$ cat src/rtl/flow_cam_pkg.sv
// ----------------------------------------------------------------------------
// flow_cam_pkg
// Shared definitions for the camera capture path, the frame store and the flow
// core: frame size, luma coefficients, capture state encoding and the RGB565
// pixel payload.
// ----------------------------------------------------------------------------
package flow_cam_pkg;

    // Beats per frame expected by the frame store (14-bit pixel counter).
    localparam int unsigned FRAME_PIXELS = 16384;

    // Luma weights, sum to 256 so full white maps to 255 after >>8.
    localparam int unsigned COEF_R = 77;
    localparam int unsigned COEF_G = 150;
    localparam int unsigned COEF_B = 29;

    typedef enum logic [1:0] {
        IDLE  = 2'd0,
        FRAME = 2'd1,
        PAD   = 2'd2,
        DONE  = 2'd3
    } cap_state_e;

    typedef struct packed {
        logic [4:0] r;
        logic [5:0] g;
        logic [4:0] b;
    } rgb565_t;

endpackage

$ cat src/rtl/dvp_frame_capture_if.sv
// ----------------------------------------------------------------------------
// dvp_frame_capture_if
// Bundles the raw DVP camera pins with the grey-pixel stream to the frame
// store.
//   cam_pclk/cam_vsync/cam_href/cam_d : camera side (async to clk)
//   pixel_data/pixel_valid            : one grey pixel per valid strobe
//   frame_start/frame_done/frame_err  : per-frame framing pulses
// Modports: slave = the capture block, master = the environment around it.
// ----------------------------------------------------------------------------
interface dvp_frame_capture_if;

    logic       cam_pclk;
    logic       cam_vsync;
    logic       cam_href;
    logic [7:0] cam_d;
    logic [7:0] pixel_data;
    logic       pixel_valid;
    logic       frame_start;
    logic       frame_done;
    logic       frame_err;

    modport slave (
        input  cam_pclk, cam_vsync, cam_href, cam_d,
        output pixel_data, pixel_valid, frame_start, frame_done, frame_err
    );

    modport master (
        output cam_pclk, cam_vsync, cam_href, cam_d,
        input  pixel_data, pixel_valid, frame_start, frame_done, frame_err
    );

endinterface

$ cat src/rtl/rgb565_to_gray.sv
// ----------------------------------------------------------------------------
// rgb565_to_gray
// One-stage registered RGB565 -> 8-bit luma. Channels are widened to 8 bits by
// replicating their MSBs, then weighted 77/150/29 and divided by 256
// (truncating).
//   clk, reset : clock, synchronous active-high reset
//   i_valid    : input pixel strobe
//   i_pix      : RGB565 pixel
//   o_valid    : i_valid delayed one clk
//   o_gray     : luma of the pixel presented with o_valid
// ----------------------------------------------------------------------------
module rgb565_to_gray
    import flow_cam_pkg::*;
(
    input  logic       clk,
    input  logic       reset,
    input  logic       i_valid,
    input  rgb565_t    i_pix,
    output logic       o_valid,
    output logic [7:0] o_gray
);

    logic [7:0]  w_r8;
    logic [7:0]  w_g8;
    logic [7:0]  w_b8;
    logic [15:0] w_sum;
    logic        r_valid;
    logic [7:0]  r_gray;

    // Weighted sum peaks at 256*255, so 16 bits never overflow.
    always_comb begin
        w_r8  = {i_pix.r, i_pix.r[4:2]};
        w_g8  = {i_pix.g, i_pix.g[5:4]};
        w_b8  = {i_pix.b, i_pix.b[4:2]};
        w_sum = 16'(COEF_R) * 16'(w_r8)
              + 16'(COEF_G) * 16'(w_g8)
              + 16'(COEF_B) * 16'(w_b8);
    end

    always_ff @(posedge clk) begin
        if (reset) begin
            r_valid <= 1'b0;
            r_gray  <= 8'd0;
        end else begin
            r_valid <= i_valid;
            r_gray  <= w_sum[15:8];
        end
    end

    assign o_valid = r_valid;
    assign o_gray  = r_gray;

endmodule

$ cat src/rtl/dvp_frame_capture.sv
// ----------------------------------------------------------------------------
// dvp_frame_capture
// Samples a DVP camera (RGB565, two bytes per pixel), converts to grey, crops
// and decimates to an OUT_W x OUT_H window and always delivers exactly
// OUT_W*OUT_H beats per captured frame (short frames are padded with zeros).
//   clk, reset : system clock (>= 4x cam_pclk), synchronous active-high reset
//   i_enable   : capture enable, only looked at on a vsync falling edge
//   bus        : camera inputs and pixel/framing outputs (slave modport)
// ----------------------------------------------------------------------------
module dvp_frame_capture
    import flow_cam_pkg::*;
#(
    parameter int unsigned SRC_W = 640,
    parameter int unsigned SRC_H = 480,
    parameter int unsigned OUT_W = 128,
    parameter int unsigned OUT_H = 128,
    parameter int unsigned DEC   = 2,
    parameter int unsigned X_OFF = 192,
    parameter int unsigned Y_OFF = 112
) (
    input  logic               clk,
    input  logic               reset,
    input  logic               i_enable,
    dvp_frame_capture_if.slave bus
);

    localparam int unsigned X_END   = X_OFF + OUT_W * DEC;
    localparam int unsigned Y_END   = Y_OFF + OUT_H * DEC;
    localparam int unsigned FRAME_N = OUT_W * OUT_H;
    localparam int unsigned CNT_W   = $clog2(FRAME_N + 1);
    localparam int unsigned CW      = $clog2(((SRC_W > X_END) ? SRC_W : X_END) + 1);
    localparam int unsigned LW      = $clog2(((SRC_H > Y_END) ? SRC_H : Y_END) + 1);
    localparam int unsigned PW      = (DEC > 1) ? $clog2(DEC) : 1;

    // Two-stage synchronisers plus one history stage for edge detection.
    logic       r_pclk_s1, r_pclk_s2, r_pclk_d;
    logic       r_vs_s1, r_vs_s2, r_vs_d;
    logic       r_hr_s1, r_hr_s2, r_hr_d;
    logic [7:0] r_d_s1, r_d_s2;

    logic          r_phase;
    logic [7:0]    r_hi;
    logic [CW-1:0] r_col;
    logic [LW-1:0] r_line;
    logic [PW-1:0] r_xph;
    logic [PW-1:0] r_yph;

    cap_state_e       r_state;
    logic [CNT_W-1:0] r_count;
    logic             r_started;
    logic [7:0]       r_pixel_data;
    logic             r_pixel_valid;
    logic             r_frame_start;
    logic             r_frame_done;
    logic             r_frame_err;

    logic       w_pclk_rise, w_vs_fall, w_vs_rise, w_hr_fall;
    logic       w_byte, w_col_in, w_line_in, w_keep, w_beat;
    rgb565_t    w_pix;
    logic       w_conv_valid;
    logic [7:0] w_conv_gray;

    always_ff @(posedge clk) begin
        if (reset) begin
            r_pclk_s1 <= 1'b0; r_pclk_s2 <= 1'b0; r_pclk_d <= 1'b0;
            r_vs_s1   <= 1'b0; r_vs_s2   <= 1'b0; r_vs_d   <= 1'b0;
            r_hr_s1   <= 1'b0; r_hr_s2   <= 1'b0; r_hr_d   <= 1'b0;
            r_d_s1    <= 8'd0; r_d_s2    <= 8'd0;
        end else begin
            r_pclk_s1 <= bus.cam_pclk;  r_pclk_s2 <= r_pclk_s1; r_pclk_d <= r_pclk_s2;
            r_vs_s1   <= bus.cam_vsync; r_vs_s2   <= r_vs_s1;   r_vs_d   <= r_vs_s2;
            r_hr_s1   <= bus.cam_href;  r_hr_s2   <= r_hr_s1;   r_hr_d   <= r_hr_s2;
            r_d_s1    <= bus.cam_d;     r_d_s2    <= r_d_s1;
        end
    end

    assign w_pclk_rise = r_pclk_s2 & ~r_pclk_d;
    assign w_vs_fall   = r_vs_d & ~r_vs_s2;
    assign w_vs_rise   = ~r_vs_d & r_vs_s2;
    assign w_hr_fall   = r_hr_d & ~r_hr_s2;
    assign w_byte      = w_pclk_rise & r_hr_s2;

    assign w_col_in  = (r_col >= CW'(X_OFF)) && (r_col < CW'(X_END));
    assign w_line_in = (r_line >= LW'(Y_OFF)) && (r_line < LW'(Y_END));
    assign w_pix     = rgb565_t'({r_hi, r_d_s2});

    // Low byte of a pixel on a decimation grid point inside the window.
    assign w_keep = w_byte && r_phase && w_col_in && w_line_in
                 && (r_xph == '0) && (r_yph == '0) && (r_state == FRAME);

    // Byte pairing plus column/line position; counters saturate at the window
    // end so oversize lines and frames never wrap back into the window.
    always_ff @(posedge clk) begin
        if (reset) begin
            r_phase <= 1'b0;
            r_hi    <= 8'd0;
            r_col   <= '0;
            r_line  <= '0;
            r_xph   <= '0;
            r_yph   <= '0;
        end else begin
            if (w_vs_fall) begin
                r_line <= '0;
                r_yph  <= '0;
            end else if (w_hr_fall) begin
                if (w_line_in)
                    r_yph <= (r_yph == PW'(DEC - 1)) ? '0 : r_yph + PW'(1);
                if (r_line != LW'(Y_END))
                    r_line <= r_line + LW'(1);
            end

            if (w_vs_fall || w_hr_fall) begin
                r_phase <= 1'b0;
                r_col   <= '0;
                r_xph   <= '0;
            end else if (w_byte) begin
                r_phase <= ~r_phase;
                if (!r_phase) begin
                    r_hi <= r_d_s2;
                end else begin
                    if (w_col_in)
                        r_xph <= (r_xph == PW'(DEC - 1)) ? '0 : r_xph + PW'(1);
                    if (r_col != CW'(X_END))
                        r_col <= r_col + CW'(1);
                end
            end
        end
    end

    rgb565_to_gray u_gray (
        .clk     (clk),
        .reset   (reset),
        .i_valid (w_keep),
        .i_pix   (w_pix),
        .o_valid (w_conv_valid),
        .o_gray  (w_conv_gray)
    );

    assign w_beat = w_conv_valid && (r_count != CNT_W'(FRAME_N));

    // Frame sequencing and the output register.
    always_ff @(posedge clk) begin
        if (reset) begin
            r_state       <= IDLE;
            r_count       <= '0;
            r_started     <= 1'b0;
            r_pixel_data  <= 8'd0;
            r_pixel_valid <= 1'b0;
            r_frame_start <= 1'b0;
            r_frame_done  <= 1'b0;
            r_frame_err   <= 1'b0;
        end else begin
            r_pixel_data  <= 8'd0;
            r_pixel_valid <= 1'b0;
            r_frame_start <= 1'b0;
            r_frame_done  <= 1'b0;
            r_frame_err   <= 1'b0;
            case (r_state)
                IDLE: begin
                    r_count   <= '0;
                    r_started <= 1'b0;
                    if (w_vs_fall && i_enable)
                        r_state <= FRAME;
                end
                FRAME: begin
                    // Kept pixel reaches the output two clks later, so the
                    // start pulse registered now leads it by exactly one.
                    if (w_keep && !r_started) begin
                        r_frame_start <= 1'b1;
                        r_started     <= 1'b1;
                    end
                    if (w_beat) begin
                        r_pixel_valid <= 1'b1;
                        r_pixel_data  <= w_conv_gray;
                        r_count       <= r_count + CNT_W'(1);
                        if (r_count == CNT_W'(FRAME_N - 1))
                            r_frame_done <= 1'b1;
                    end
                    if (w_vs_rise) begin
                        if ((r_count == CNT_W'(FRAME_N)) ||
                            (w_beat && (r_count == CNT_W'(FRAME_N - 1)))) begin
                            r_state <= DONE;
                        end else begin
                            r_state <= PAD;
                            if (!r_started) begin
                                r_frame_start <= 1'b1;
                                r_started     <= 1'b1;
                            end
                        end
                    end
                end
                PAD: begin
                    r_pixel_valid <= 1'b1;
                    r_count       <= r_count + CNT_W'(1);
                    if (r_count == CNT_W'(FRAME_N - 1)) begin
                        r_frame_done <= 1'b1;
                        r_frame_err  <= 1'b1;
                        r_state      <= DONE;
                    end
                end
                DONE: begin
                    r_count   <= '0;
                    r_started <= 1'b0;
                    r_state   <= IDLE;
                end
                default: r_state <= IDLE;
            endcase
        end
    end

    assign bus.pixel_data  = r_pixel_data;
    assign bus.pixel_valid = r_pixel_valid;
    assign bus.frame_start = r_frame_start;
    assign bus.frame_done  = r_frame_done;
    assign bus.frame_err   = r_frame_err;

endmodule

$ cat src/flat_wrapper.sv
// flat-port wrapper written by rule: the top's interface ports become plain ports
module dvp_frame_capture_flat import flow_cam_pkg::*;
#(
    parameter int unsigned SRC_W = 640,
    parameter int unsigned SRC_H = 480,
    parameter int unsigned OUT_W = 128,
    parameter int unsigned OUT_H = 128,
    parameter int unsigned DEC   = 2,
    parameter int unsigned X_OFF = 192,
    parameter int unsigned Y_OFF = 112
)
  (clk, reset, i_enable, bus_cam_pclk, bus_cam_vsync, bus_cam_href, bus_cam_d, bus_pixel_data, bus_pixel_valid, bus_frame_start, bus_frame_done, bus_frame_err);
  dvp_frame_capture_if bus_i ();
  input  logic clk;
  input  logic reset;
  input  logic i_enable;
  input wire logic [$bits(bus_i.cam_pclk)-1:0] bus_cam_pclk;
  input wire logic [$bits(bus_i.cam_vsync)-1:0] bus_cam_vsync;
  input wire logic [$bits(bus_i.cam_href)-1:0] bus_cam_href;
  input wire logic [$bits(bus_i.cam_d)-1:0] bus_cam_d;
  output wire logic [$bits(bus_i.pixel_data)-1:0] bus_pixel_data;
  output wire logic [$bits(bus_i.pixel_valid)-1:0] bus_pixel_valid;
  output wire logic [$bits(bus_i.frame_start)-1:0] bus_frame_start;
  output wire logic [$bits(bus_i.frame_done)-1:0] bus_frame_done;
  output wire logic [$bits(bus_i.frame_err)-1:0] bus_frame_err;
  assign bus_i.cam_pclk = bus_cam_pclk;
  assign bus_i.cam_vsync = bus_cam_vsync;
  assign bus_i.cam_href = bus_cam_href;
  assign bus_i.cam_d = bus_cam_d;
  assign bus_pixel_data = bus_i.pixel_data;
  assign bus_pixel_valid = bus_i.pixel_valid;
  assign bus_frame_start = bus_i.frame_start;
  assign bus_frame_done = bus_i.frame_done;
  assign bus_frame_err = bus_i.frame_err;
  dvp_frame_capture #(.SRC_W(SRC_W), .SRC_H(SRC_H), .OUT_W(OUT_W), .OUT_H(OUT_H), .DEC(DEC), .X_OFF(X_OFF), .Y_OFF(Y_OFF)) u_core (.clk(clk), .reset(reset), .i_enable(i_enable), .bus(bus_i));
endmodule
$ cat config.mk
export PLATFORM = sky130hd
export DESIGN_NAME = dvp_frame_capture_flat
export DESIGN_NICKNAME = d
export VERILOG_FILES = /design/src/rtl/flow_cam_pkg.sv /design/src/rtl/dvp_frame_capture_if.sv /design/src/rtl/rgb565_to_gray.sv /design/src/rtl/dvp_frame_capture.sv /design/src/flat_wrapper.sv
export SDC_FILE = /design/constraint.sdc
export NUM_CORES = 1
export LEC_CHECK = 0
export CORE_ASPECT_RATIO = 1.4
export CORE_MARGIN = 1.5
export CORE_UTILIZATION = 30
export DETAILED_ROUTE_END_ITERATION = 12
export PLACE_DENSITY = 0.5
export SETUP_SLACK_MARGIN = 0.4
export SYNTH_ARGS = -nofsm -noshare
export SYNTH_HDL_FRONTEND = slang
export SYNTH_SLANG_ARGS = --single-unit
$ cat constraint.sdc
create_clock -name clk -period 9.4 [get_ports clk]
set_clock_uncertainty 0.05 [all_clocks]
set_input_delay 0.94 -clock clk [delete_from_list [all_inputs] [get_ports clk]]
set_output_delay 0.94 -clock clk [all_outputs]
set_load 0.02 [all_outputs]
==> summary.md <==
| Metric | Value |
|---|---|
| Final WL | 12,600 um |
| Synthesized cell area | 6497 um^2 |
| Sw Ratio | between 20 and 30% |
| Period utilization | a little over two thirds |
| FF+latch count, synth | 94 |
| Max-cap violation count | 0 |
| Critical Path AT | roughly 7 ns |
| Hold Violations, Final | 0 |
| Int Pwr | between 600 and 700 uW |
| Clock-pin slew on the worst setup and hold paths | 0.07 ns |
| Post-synthesis cell count | 670 |
| Share of layout cells above drive strength 1 | 4.416% |
| Core ar. | roughly 21,000 um^2 |
| Ys Warns | 0 |
| Minimum clock period after layout | 6.627 ns |
| Rel. slew slack | 26.95% |
| H-tree levels | 3 |
| Synth Flop Type | dfxtp_1 |
| Pins Over Slew Limit | 0 |
| Status | finished clean |
| Fin Hold WS | 0.3775 ns |
| Commonest non-fill, non-tap cell in the layout | inv_1 |
| Clk buf depth | 2 |
| DR pass1 iterations | 4 |
| Die ar. | between 20,000 and 25,000 um^2 |
| Initial antenna violation count | 0 |
| Final global-route overflow total | 0 |
| DRC | 0 |
| Filler cells | 2,181 |
| Unrepaired setup endpoints after global routing | no |
| Sequential element share of the synthesized area | 28.96% |
| Hold WC Path Type | flop to flop |
| Mean Syn Cell Area | 9.698 um^2 |
| DRT iter0 DRCs | between 80 and 90 |
| CTS Root Cell | clkbuf_16 |
| Largest net degree at the start of global routing | slightly above 50 |
| Syn nets | 830 |
| Max VDD drop | 0.09154 mV |
| Leak | between 3 and 4 nW |
| Number of synthesized flops with an enable pin | 0 |
| Die width | 127.4 um |
| Vias per cell | 4.541 |
| Gpl congestion | 0.7663 |
| Fin util | 34.56% |
| Hpwl dp | between 9000 and 10,000 um |
| Area occupied by multi-input gates | 4194 um^2 |
| Setup CP Type | flop to flop |
| Final setup violating endpoints | 0 |
| CP Launch Point | u_core.r_hi[1] |
| Antenna Nets Post-Route | 0 |
| First-pass GRT wire length | between 20,000 and 25,000 um |
| Clk_lat worst skew | ~0.36 ns |
| Power Dens Cells | 130.8 nW/um^2 |
| Setup Fix Bufs, Post-CTS | 0 |
| TNS Setup | 0 ns |
| FMAX | about 150 MHz |
| Row Count | between 60 and 70 |
| NetSw | 285.7 uW |
| TritonCTS Buffers | 9 |
| Reg2reg end | u_core.u_gray.o_gray[7] |
| GR Util All Layers | 12.66% |
| CP Max Fanout | 9 |
| Setup crit end | u_core.u_gray.o_gray[7] |
| Die height | 177.1 um |
| Most frequent cells in the layout | 100 x inv_1, 94 x dfxtp_1, 92 x ha_1, 68 x nor2_1, 54 x fa_1 |
| PortBufs | 25 |
| Ant diodes | 0 |
| Clock sink count | 94 |
| FF/Latch Area | 1882 um^2 |
| Clk pwr share | 38.5% |
| Initial core utilization | 30.64% |
| R2r startpoint | u_core.r_hi[1] |
| Critical Path RT | about 9.6 ns |
| Final Net Count | 857 |
| Resize count post-CTS | 0 |
| Crit. End Element | flop |
| Synth unique cells | 51 |
| CTS tree | yes |
| Number of global-route vias before repair | 4,640 |
| Hold_buf cts | 0 |
| P&R area growth vs syn | 12.79% |
| Drt wl/cell | 13.10 um |
| Setup slack, reg-to-reg | about 2.8 ns |
| Hold Path Cell Cnt | 1 |
| Slew @ Worst Pin | 1.093 ns |
| Combinational power share | 17.4% |
| Vias | approximately 4,400 |
| Seq pwr share | 44.1% |
| Startpoint Class | flop |
| I/O Pins | 26 |
| Synth async-reset ratio | 0% |
| R2R depth | 21 |
## synthesized netlist by cell type (2+ instances only)
cell,instances,area (um^2)
nand2_1,26,97.59
nand3b_1,2,15.01
and3_1,7,43.79
xnor2_1,20,175.2
nor2_1,68,255.2
nand2b_1,8,50.05
a21oi_1,20,100.1
and4b_1,3,30.03
a21o_1,3,22.52
nor2b_1,28,175.2
and2_1,11,68.82
or2_2,4,25.02
a31oi_1,2,12.51
o21a_1,5,37.54
nor4b_1,2,17.52
nor4_1,4,25.02
a2111oi_0,2,17.52
nand3_1,14,70.07
clkbuf_1,8,30.03
ha_1,92,1151
o2111ai_1,2,17.52
dfxtp_1,94,1882
or3_1,3,18.77
nor3b_1,2,15.01
xor2_1,29,254.0
mux2i_1,11,110.1
nand4_1,9,56.30
o21ai_0,10,50.05
nor3_1,7,35.03
inv_1,100,375.4
fa_1,54,1081
## power by group through the flow
stage                     Clock [mW]  Combinational [mW]  Sequential [mW]
final                          0.369               0.167            0.422
after global routing           0.401               0.198            0.425
after CTS                      0.386               0.173            0.423
after detailed placement           0               0.172            0.432
after global placement             0               0.171            0.432
after floorplan                    0               0.131            0.428
## sequential cells by signal, summed over array words and instances, names as in the netlist, 2 cells and up
register               flops
u_core.r_state             2
u_core.r_count            15
u_core.r_line              9
u_core.r_d_s1              8
u_core.r_hi                8
u_core.u_gray.o_gray       8
u_core.r_d_s2              8
u_core.bus.pixel_data      8
u_core.r_col              10
## how the worst min path moves through the flow
| stage | from | end | slack, ns |
|---|---|---|---|
| finish | u_core.u_gray.o_gray[1] | u_core.bus.pixel_data[1] | 0.38 |
| global route | u_core.u_gray.o_gray[0] | u_core.bus.pixel_data[0] | 0.40 |
| CTS | u_core.u_gray.o_gray[1] | u_core.bus.pixel_data[1] | 0.38 |
| detailed placement | u_core.u_gray.o_gray[1] | u_core.bus.pixel_data[1] | 0.36 |
| global placement | u_core.r_d_s1[1] | u_core.r_d_s2[1] | 0.37 |
| floorplan | u_core.u_gray.o_gray[0] | u_core.bus.pixel_data[0] | 0.36 |
## critical path, stage by stage, from the launching register on
cell and delay (ns):
dfxtp_1 0.54, ha_1 0.30, ha_1 0.27, inv_1 0.05, fa_1 0.49, fa_1 0.51
inv_1 0.04, ha_1 0.35, xnor2_1 0.23, fa_1 0.47, fa_1 0.53, inv_1 0.05
fa_1 0.46, fa_1 0.55, inv_1 0.04, ha_1 0.33, a21oi_1 0.14, nor2b_1 0.07
nor4_1 0.48, o31ai_1 0.21, a21oi_1 0.21, mux2i_1 0.20
## metal layers
metal / routed length (um) / GRT usage (%) / vias up
met2: 7046 / 24.73 / 35
met5: 0 / 0 / -
li1: - / - / 2232
met4: 262 / 5.208 / 0
met1: 5064 / 13.33 / 2085
met3: 228 / 1.814 / 16
## logic make-up after synthesis
logic type | share of synthesized area [%]
and+or+nand+nor | 16.56
buffers and inverters | 6.489
muxes | 1.695
adders and majority gates | 34.35
AOI/OAI and AO/OA | 5.335
xor gates and xnor gates | 6.605
DFF | 28.96
## through the flow
step	setup slack [ns]	total power, mW	area [um^2]	instances
final	2.773	0.9584	7328	962
after global routing	2.339	1.024	7328	962
after CTS	2.736	0.9819	7328	962
after detailed placement	2.766	0.6037	7029	946
after global placement	2.814	0.6032	7029	946
after floorplan	3.220	0.5598	6497	670
## final cells by class
class                      instances  area share [%]
inverter                         100           5.122
tap                              260           4.439
clock buffer                       9           3.073
clock inverter                     7           1.007
multi-input combinational        466           57.23
sequential                        94           25.68
timing repair buffer              26           3.449
No activity file was read; power rests on OpenSTA's default activity.
